===== src/rtl/rgb_gray_pkg.sv =====
// rtl/rgb_gray_pkg.sv - shared constants for the RGB-to-grey stream converter
package rgb_gray_pkg;

    localparam int GRAY_W = 8;

    localparam logic [1:0] MODE_GRAY   = 2'd0;
    localparam logic [1:0] MODE_BINARY = 2'd1;
    localparam logic [1:0] MODE_INVERT = 2'd2;

    localparam logic [7:0] COEF_R_DEF = 8'd77;
    localparam logic [7:0] COEF_G_DEF = 8'd150;
    localparam logic [7:0] COEF_B_DEF = 8'd29;

endpackage


===== src/rtl/rgb_chan_expand.sv =====
// rtl/rgb_chan_expand.sv - widen one colour channel to 8 bits by MSB replication
module rgb_chan_expand #(
    parameter int CH_W = 4
) (
    input  logic [CH_W-1:0] c,
    output logic [7:0]      c8
);

    // Repeating the channel pattern from the MSB down maps full-scale to 0xFF exactly.
    always_comb begin
        c8 = '0;
        for (int i = 0; i < 8; i++) begin
            c8[7-i] = c[CH_W-1-(i % CH_W)];
        end
    end

endmodule


===== src/rtl/rgb_to_gray_stream.sv =====
// rtl/rgb_to_gray_stream.sv - 3-stage RGB to grey/binary/inverted pixel stream with backpressure
module rgb_to_gray_stream
    import rgb_gray_pkg::*;
#(
    parameter int CH_W   = 4,
    parameter int OUT_W  = 8,
    parameter int COEF_W = 8,
    parameter int USER_W = 1,
    parameter int CNT_W  = 32
) (
    input  logic                clk,
    input  logic                rst,
    input  logic                s_valid,
    output logic                s_ready,
    input  logic [3*CH_W-1:0]   s_rgb,
    input  logic [USER_W-1:0]   s_user,
    input  logic [COEF_W-1:0]   cfg_coef_r,
    input  logic [COEF_W-1:0]   cfg_coef_g,
    input  logic [COEF_W-1:0]   cfg_coef_b,
    input  logic [1:0]          cfg_mode,
    input  logic [7:0]          cfg_thresh,
    input  logic                stat_clr,
    output logic                m_valid,
    input  logic                m_ready,
    output logic [OUT_W-1:0]    m_gray,
    output logic [USER_W-1:0]   m_user,
    output logic [CNT_W-1:0]    pix_count
);

    localparam int P_W   = GRAY_W + COEF_W;
    localparam int SUM_W = P_W + 2;
    localparam logic [SUM_W-1:0] ROUND = SUM_W'(1) << (COEF_W - 1);

    logic                adv;
    logic [7:0]          c8_r, c8_g, c8_b;

    logic                v1;
    logic [P_W-1:0]      p1_r, p1_g, p1_b;
    logic [USER_W-1:0]   u1;
    logic [1:0]          mode1;
    logic [7:0]          thr1;

    logic                v2;
    logic [7:0]          y2;
    logic [USER_W-1:0]   u2;
    logic [1:0]          mode2;
    logic [7:0]          thr2;

    logic [SUM_W-1:0]    sum_rnd;
    logic [SUM_W-1:0]    y_full;
    logic [7:0]          y_sat;
    logic [7:0]          res8;

    assign adv     = !m_valid || m_ready;
    assign s_ready = adv;

    rgb_chan_expand #(.CH_W(CH_W)) u_exp_r (.c(s_rgb[3*CH_W-1:2*CH_W]), .c8(c8_r));
    rgb_chan_expand #(.CH_W(CH_W)) u_exp_g (.c(s_rgb[2*CH_W-1:CH_W]),   .c8(c8_g));
    rgb_chan_expand #(.CH_W(CH_W)) u_exp_b (.c(s_rgb[CH_W-1:0]),        .c8(c8_b));

    always_comb begin
        sum_rnd = {2'b00, p1_r} + {2'b00, p1_g} + {2'b00, p1_b} + ROUND;
        y_full  = sum_rnd >> COEF_W;
        y_sat   = (y_full > SUM_W'(255)) ? 8'hFF : y_full[7:0];
    end

    // Mode and threshold travel with the pixel so config changes never hit in-flight data.
    always_comb begin
        res8 = y2;
        case (mode2)
            MODE_BINARY: res8 = (y2 >= thr2) ? 8'hFF : 8'h00;
            MODE_INVERT: res8 = 8'hFF - y2;
            default:     res8 = y2;
        endcase
    end

    always_ff @(posedge clk) begin
        if (rst) begin
            v1      <= 1'b0;
            p1_r    <= '0;
            p1_g    <= '0;
            p1_b    <= '0;
            u1      <= '0;
            mode1   <= MODE_GRAY;
            thr1    <= '0;
            v2      <= 1'b0;
            y2      <= '0;
            u2      <= '0;
            mode2   <= MODE_GRAY;
            thr2    <= '0;
            m_valid <= 1'b0;
            m_gray  <= '0;
            m_user  <= '0;
        end else if (adv) begin
            v1      <= s_valid;
            p1_r    <= {{COEF_W{1'b0}}, c8_r} * {8'b0, cfg_coef_r};
            p1_g    <= {{COEF_W{1'b0}}, c8_g} * {8'b0, cfg_coef_g};
            p1_b    <= {{COEF_W{1'b0}}, c8_b} * {8'b0, cfg_coef_b};
            u1      <= s_user;
            mode1   <= cfg_mode;
            thr1    <= cfg_thresh;
            v2      <= v1;
            y2      <= y_sat;
            u2      <= u1;
            mode2   <= mode1;
            thr2    <= thr1;
            m_valid <= v2;
            m_gray  <= res8[GRAY_W-1 -: OUT_W];
            m_user  <= u2;
        end
    end

    always_ff @(posedge clk) begin
        if (rst || stat_clr) begin
            pix_count <= '0;
        end else if (m_valid && m_ready) begin
            pix_count <= pix_count + 1'b1;
        end
    end

endmodule


===== config.mk =====
export PLATFORM = sky130hd
export DESIGN_NAME = rgb_to_gray_stream
export DESIGN_NICKNAME = d
export VERILOG_FILES = /design/src/rtl/rgb_gray_pkg.sv /design/src/rtl/rgb_chan_expand.sv /design/src/rtl/rgb_to_gray_stream.sv
export SDC_FILE = /design/constraint.sdc
export NUM_CORES = 1
export LEC_CHECK = 0
export BUFFER_PORTS_ARGS = -buffer_cell sky130_fd_sc_hd__clkbuf_2
export CAP_MARGIN = 5
export CORE_AREA = 2 2 187 189
export DETAILED_ROUTE_END_ITERATION = 8
export DIE_AREA = 0 0 189 191
export PLACE_DENSITY_LB_ADDON = 0.08
export SYNTH_ARGS = -nofsm -noshare
export SYNTH_HDL_FRONTEND = slang
export SYNTH_SLANG_ARGS = --single-unit

===== constraint.sdc =====
create_clock -name clk -period 9.2 [get_ports clk]
set_clock_uncertainty 0.05 [all_clocks]
set_input_delay 1.84 -clock clk [delete_from_list [all_inputs] [get_ports clk]]
set_output_delay 1.84 -clock clk [all_outputs]
set_load 0.1 [all_outputs]

==> impl_metrics.env, run 1 <==
export IMPL_wl_per_cell_um=14.46
export IMPL_async_reset_ff_share_pct=0
export IMPL_ys_warn_count=0
export IMPL_dominantRegCellSynth="dfxtp_1"
export IMPL_pre_cts_ws_ns=2.796
export IMPL_ir_drop_mv=0.1553
export IMPL_areaGrowthSynthToFinish_pct=12.28
export IMPL_antenna_found_initial=0
export IMPL_p_seq_share_pct=21.7
export IMPL_fin_area_um2=13170
export IMPL_cp_data_arrival_time_ns=6.25
export IMPL_max_slew_margin_pct=30.40
export IMPL_drtAntennaViolNets=0
export IMPL_synth_edff_count=0
export IMPL_rsz0062_at_grt="no"
export IMPL_cts_buffers=17
export IMPL_crit_required_ns=9.47
export IMPL_drc=0
export IMPL_drtPass1Iterations=4
export IMPL_dp_hpwl_um=22990
export IMPL_synthTopCellsByCount="284 x inv_1, 177 x nand2_1, 148 x ha_1, 122 x dfxtp_1, 111 x fa_1"
export IMPL_worstMarginPinSlew_ns=1.040
export IMPL_initial_core_util_pct=34.38
export IMPL_timing_final_crit_share_pct=65.07
export IMPL_synth_top_area_cell="dfxtp_1"
export IMPL_setup_violations=0
export IMPL_std_cell_rows=68
export IMPL_p_sw_share_pct=45.06
export IMPL_p_int_mw=1.732
export IMPL_synth_most_common_cell="inv_1"
export IMPL_clock_sinks=122
export IMPL_setup_ws_ns=3.214
export IMPL_combPwrFrac_pct=59.0
export IMPL_seqCellArea_um2=2442
export IMPL_grt_total_usage_pct=16.27
export IMPL_wl_um=28280
export IMPL_cts_hold_fix_buffers=0
export IMPL_core_area_um2=34120
export IMPL_synthTopCellsByArea="dfxtp_1 21%, fa_1 19%, ha_1 16%, inv_1 9.1%, nand2_1 5.7%"
export IMPL_hold_path_startpoint="p1_r[6]"
export IMPL_post_cts_resized=0
export IMPL_finalSetupTns_ns=0
export IMPL_p_clk_share_pct=19.3
export IMPL_clk_pin_slew_worst_paths_ns=0.06
export IMPL_power_density_nw_per_um2=239.4
export IMPL_p_leak_nw=6.532
export IMPL_path_max_fanout=8
export IMPL_die_w_um=189
export IMPL_cpMaxStageDelayCell="fa_1"
export IMPL_dpl_cell_area_um2=12640
export IMPL_netlist_instances=1413
export IMPL_clk_latency_ns=0.43
export IMPL_port_buffers=94
export IMPL_start_kind="primary input"
export IMPL_crit_buf_inv=6
export IMPL_syn_area_per_cell_um2=8.302
export IMPL_period_needed_ns=5.986
export IMPL_status="completed"
export IMPL_final_core_util_pct=38.61
export IMPL_io_pins=95
export IMPL_path_delay_family="adder cells"
export IMPL_path_class="primary input to flop"
export IMPL_cpMostUsedCell="inv_1"
export IMPL_grt_pass1_vias=9241
export IMPL_synth_top_area_share_pct=20.82
export IMPL_antenna_cells=0
export IMPL_dr_first_iter_drc_count=356
export IMPL_cts_root_buf="clkbuf_16"
export IMPL_drv_cap=0
export IMPL_grt_overflow_total=0
export IMPL_cts_setup_buffers=0
export IMPL_syn_nets=1724
export IMPL_cts_tree="built"
export IMPL_critPathMaxStageDelay_ns=0.58
export IMPL_rrSetupSlack_ns=5.69
export IMPL_nFillCells=3594
export IMPL_syn_area_um2=11730
export IMPL_ys_seq_area_share_pct=20.82
export IMPL_multi_input_area_um2=8059
export IMPL_ys_types=66
export IMPL_vias_per_cell=4.719
export IMPL_clockBufferDepth=2
export IMPL_grt_max_degree=72
export IMPL_crit_chain="clkbuf_2 > and2_1 > fa_1 > inv_1 > fa_1 > inv_1 > fa_1 > inv_1 > fa_1 > inv_1 > ha_1 > nor4_1 > inv_1 > o221ai_1 > a21oi_1 > or3_1 > a32o_1"
export IMPL_switchingPower_mw=1.421
export IMPL_grt_pass1_wl_um=47110
export IMPL_rr_startpoint="p1_r[8]"
export IMPL_drive_above_1_share_pct=9.527
export IMPL_worstSetupStartpoint="s_rgb[9]"
export IMPL_die_area_um2=36100
export IMPL_slew_viol_final=0
export IMPL_nets=1799
export IMPL_h_tree_depth=4
export IMPL_synth_seq_cells=122
export IMPL_hold_class="flop to flop"
export IMPL_gp_congestion=0.7956
export IMPL_vias=9231
export IMPL_die_h_um=191
export IMPL_endpoint_kind="flop"
export IMPL_hold_viol=0
export IMPL_max_freq_mhz=167.0
## per-stage QoR
stage	hold slack [ns]	std cells	power [mW]
3_5_place_dp	0.3941	1924	2.563
2_1_floorplan	0.3818	1413	2.114
3_3_place_gp	0.3905	1924	2.560
6_report	0.4005	1956	3.153
4_1_cts	0.4020	1956	3.197
5_1_grt	0.4163	1956	3.485
## final cells by class
| type | instances | share of cell area [%] |
|---|---|---|
| multi-input cells | 964 | 61.19 |
| flip-flops and latches | 122 | 18.54 |
| inverters | 284 | 8.093 |
| clock inverters | 14 | 0.7410 |
| clock buffers | 18 | 3.258 |
| well taps | 455 | 4.322 |
| repair buffers | 99 | 3.857 |
## state kept, by name, summed over array words and instances, names as in the netlist
name,flops
m_gray,8
m_valid,1
u1,1
mode1,2
v1,1
mode2,2
y2,8
u2,1
thr1,8
thr2,8
pix_count,32
p1_b,16
v2,1
m_user,1
p1_r,16
p1_g,16
## cells in the final DEF, fill, tap and decap left out, drive strengths merged, types with 5 or more instances in the layout
cell / n
nor2: 60
nand2: 177
and2: 61
xor2: 29
a221oi: 6
or4: 6
and3: 5
or3: 17
nor2b: 12
a211oi: 11
ha: 148
inv: 287
a21oi: 87
clkbuf: 111
o21ai: 43
xnor2: 16
clkinv: 6
nor3: 18
nand4: 16
buf: 6
dfxtp: 122
clkinvlp: 5
o21a: 12
nand3: 34
o211ai: 5
o311ai: 13
a21o: 21
fa: 111
## metal layers
metal / global-route usage (%) / vias to the layer above / part of all wire [%]
li1: - / 4744 / -
met1: 22.61 / 4387 / 51
met2: 26.89 / 81 / 46
met3: 2.589 / 19 / 2.2
met4: 2.915 / 0 / 0.89
met5: 0 / - / 0
## final timing paths
| kind | depth (start not counted) | end |
|---|---|---|
| setup / recovery | 17 | p1_r[14] |
| hold / removal | 2 | p1_r[6] |
| setup reg to reg | 11 | y2[0] |
| hold reg to reg | 2 | p1_r[6] |
## worst register-to-register path, stage by stage, from the launching register on
cell and delay, ns:
dfxtp_1 0.32, inv_1 0.06, fa_1 0.53, inv_1 0.04, ha_1 0.28, ha_1 0.34
o21ai_0 0.27, a21oi_1 0.11, a22oi_1 0.44, o21ai_0 0.22, a21oi_1 0.51, a221oi_1 0.16
## power by group through the flow
| stage | sequential (mW) | clock [mW] | combinational (mW) |
|---|---|---|---|
| 6_report | 0.685 | 0.608 | 1.86 |
| 5_1_grt | 0.697 | 0.649 | 2.14 |
| 4_1_cts | 0.687 | 0.624 | 1.89 |
| 3_5_place_dp | 0.697 | 0 | 1.87 |
| 3_3_place_gp | 0.696 | 0 | 1.86 |
| 2_1_floorplan | 0.729 | 0 | 1.38 |
## cell families (layout without fill, tap and decap cells)
logic type                 count (synthesis)  in the layout  synth area share [%]
muxes                                      3              3                0.2560
DFF                                      122            122                 20.82
adders and majority gates                259            259                 34.73
buffers and inverters                    327            415                 10.55
and+or+nand+nor                          422            422                 17.21
AOI/OAI and AO/OA                        235            235                 13.08
xor gates and xnor gates                  45             45                 3.360
No activity file was read; power rests on OpenSTA's default activity.
==> run 2, diff against run 1 <==
- clock period: 9.2 -> 5.6 ns (I/O delays scaled with it)
==> run 2 against run 1 <==
Effect of this change: global-route usage shrank 0.10 points; power grew 68%; routed wire length decreased by 1.8%; critical path type unchanged; critical endpoint unchanged; largest power group unchanged.
==> impl_metrics.env, run 2 (synthesis results as in run 1) <==
export IMPL_hold_class="flop to flop"
export IMPL_cts_setup_buffers=0
export IMPL_p_total_mw=5.302
export IMPL_drtPass1Iterations=5
export IMPL_max_slew_margin_pct=27.20
export IMPL_endpoint_kind="flop"
export IMPL_io_pins=95
export IMPL_nFillCells=3631
export IMPL_period_needed_ns=5.175
export IMPL_die_area_um2=36100
export IMPL_cts_hold_fix_buffers=0
export IMPL_hold_path_startpoint="u1"
export IMPL_cts_tree="built"
export IMPL_vias_per_cell=4.651
export IMPL_clock_sinks=122
export IMPL_timing_final_crit_share_pct=92.41
export IMPL_dp_hpwl_um=22780
export IMPL_areaGrowthSynthToFinish_pct=13.14
export IMPL_setup_violations=0
export IMPL_drv_cap=0
export IMPL_antenna_cells=0
export IMPL_drc=0
export IMPL_clk_pin_slew_worst_paths_ns=0.06
export IMPL_nets=1803
export IMPL_path_class="primary input to flop"
export IMPL_crit_buf_inv=5
export IMPL_ir_drop_mv=0.2338
export IMPL_cts_root_buf="clkbuf_16"
export IMPL_power_density_nw_per_um2=399.4
export IMPL_rr_startpoint="p1_b[8]"
export IMPL_drtAntennaViolNets=0
export IMPL_rrSetupSlack_ns=2.11
export IMPL_gp_congestion=0.8278
export IMPL_std_cell_rows=68
export IMPL_die_h_um=191
export IMPL_critPathMaxStageDelay_ns=0.57
export IMPL_h_tree_depth=4
export IMPL_grt_total_usage_pct=16.17
export IMPL_hold_ws_ns=0.4002
export IMPL_final_core_util_pct=38.90
export IMPL_worstHoldPathCells=2
export IMPL_post_cts_resized=0
export IMPL_wl_um=27760
export IMPL_port_buffers=94
export IMPL_crit_required_ns=5.86
export IMPL_r2r_end="y2[1]"
export IMPL_antenna_found_initial=0
export IMPL_worstSetupStartpoint="s_rgb[9]"
export IMPL_cp_data_arrival_time_ns=5.44
export IMPL_initial_core_util_pct=34.38
export IMPL_dpl_cell_count=1928
export IMPL_drive_above_1_share_pct=9.767
export IMPL_grt_pass1_wl_um=46940
export IMPL_grt_pass1_vias=9311
export IMPL_status="completed"
export IMPL_largest_register="pix_count"
export IMPL_cts_buffers=17
export IMPL_clk_latency_ns=0.43
export IMPL_path_max_fanout=8
export IMPL_die_w_um=189
export IMPL_dpl_cell_area_um2=12670
export IMPL_clockBufferDepth=2
export IMPL_fin_area_um2=13270
export IMPL_vias=9116
export IMPL_hold_viol=0
export IMPL_rsz0062_at_grt="no"
export IMPL_grt_overflow_total=0
export IMPL_cpMaxStageDelayCell="fa_1"
export IMPL_worstMarginPinSlew_ns=1.088
export IMPL_crit_chain="clkbuf_2 > and2_1 > fa_1 > inv_1 > fa_1 > inv_1 > fa_1 > inv_1 > fa_1 > inv_1 > ha_1 > o21ai_0 > a21boi_0 > o221ai_1 > a21oi_1 > or3_1 > a32o_1"
export IMPL_max_freq_mhz=193.2
export IMPL_worstRegToRegCells=11
export IMPL_fin_cells=1960
export IMPL_slew_viol_final=0
export IMPL_start_kind="primary input"
export IMPL_grt_max_degree=54
export IMPL_path_delay_family="adder cells"
export IMPL_final_common_cell="inv_1"
export IMPL_dr_first_iter_drc_count=314
export IMPL_whs_endpoint="u1"
export IMPL_layout_common_cells="283 x inv_1, 177 x nand2_1, 148 x ha_1"
export IMPL_core_area_um2=34120
export IMPL_p_leak_nw=6.593
export IMPL_largest_reg_flops=32
export IMPL_wl_per_cell_um=14.16
==> run 2: cell types whose count changed in the layout (fill, tap and decap cells not counted), sizes merged <==
cell / previous run / this run
buf: 6 / 10
bufinv: 0 / 3
clkinvlp: 5 / 2
clkinv: 6 / 5
inv: 287 / 288
==> run 2: final cells by class <==
type | count | area (µm²) | share of cell area, %
Inverter | 284 | 1066 | 8.032
Timing Repair Buffer | 103 | 538.0 | 4.054
Sequential cell | 122 | 2442 | 18.40
Clock inverter | 14 | 168.9 | 1.273
Clock buffer | 18 | 429.2 | 3.233
Multi-Input combinational cell | 964 | 8059 | 60.72
Tap cell | 455 | 569.3 | 4.289
==> run 2: worst max path at each step <==
| stage | to | cells after the start |
|---|---|---|
| 2_1_floorplan | p1_b[14] | 17 |
| 3_3_place_gp | p1_r[14] | 17 |
| 3_5_place_dp | p1_r[14] | 17 |
| 4_1_cts | p1_r[14] | 17 |
| 5_1_grt | p1_r[14] | 17 |
| 6_report | p1_r[14] | 17 |
==> run 2: metal layers <==
metal,wire length (µm),global-route usage [%],vias up
met5,0,0,-
li1,-,-,4753
met1,14210,22.32,4257
met3,651,2.478,21
met4,308,3.756,0
met2,12590,26.57,85
==> run 2: worst min-delay path, cell delays in order (launching register included) <==
cell and delay [ns]:
dfxtp_1 0.31, nand2_1 0.05, a21oi_1 0.05
==> run 2: report_power, final <==
group          internal (mW)  leakage [nW]  switching (mW)  total, mW
clock network          0.702         0.291           0.433       1.14
registers               1.03          1.00          0.0979       1.13
logic                   1.28          5.30            1.76       3.04
==> run 2: through the flow <==
step	TNS, ns	worst slack (ns)
floorplan	0	0.2605
global placement	0	0.05444
detailed placement	-0.03444	-0.03444
CTS	0	0.4331
global route	0	0.1500
finish	0	0.4251
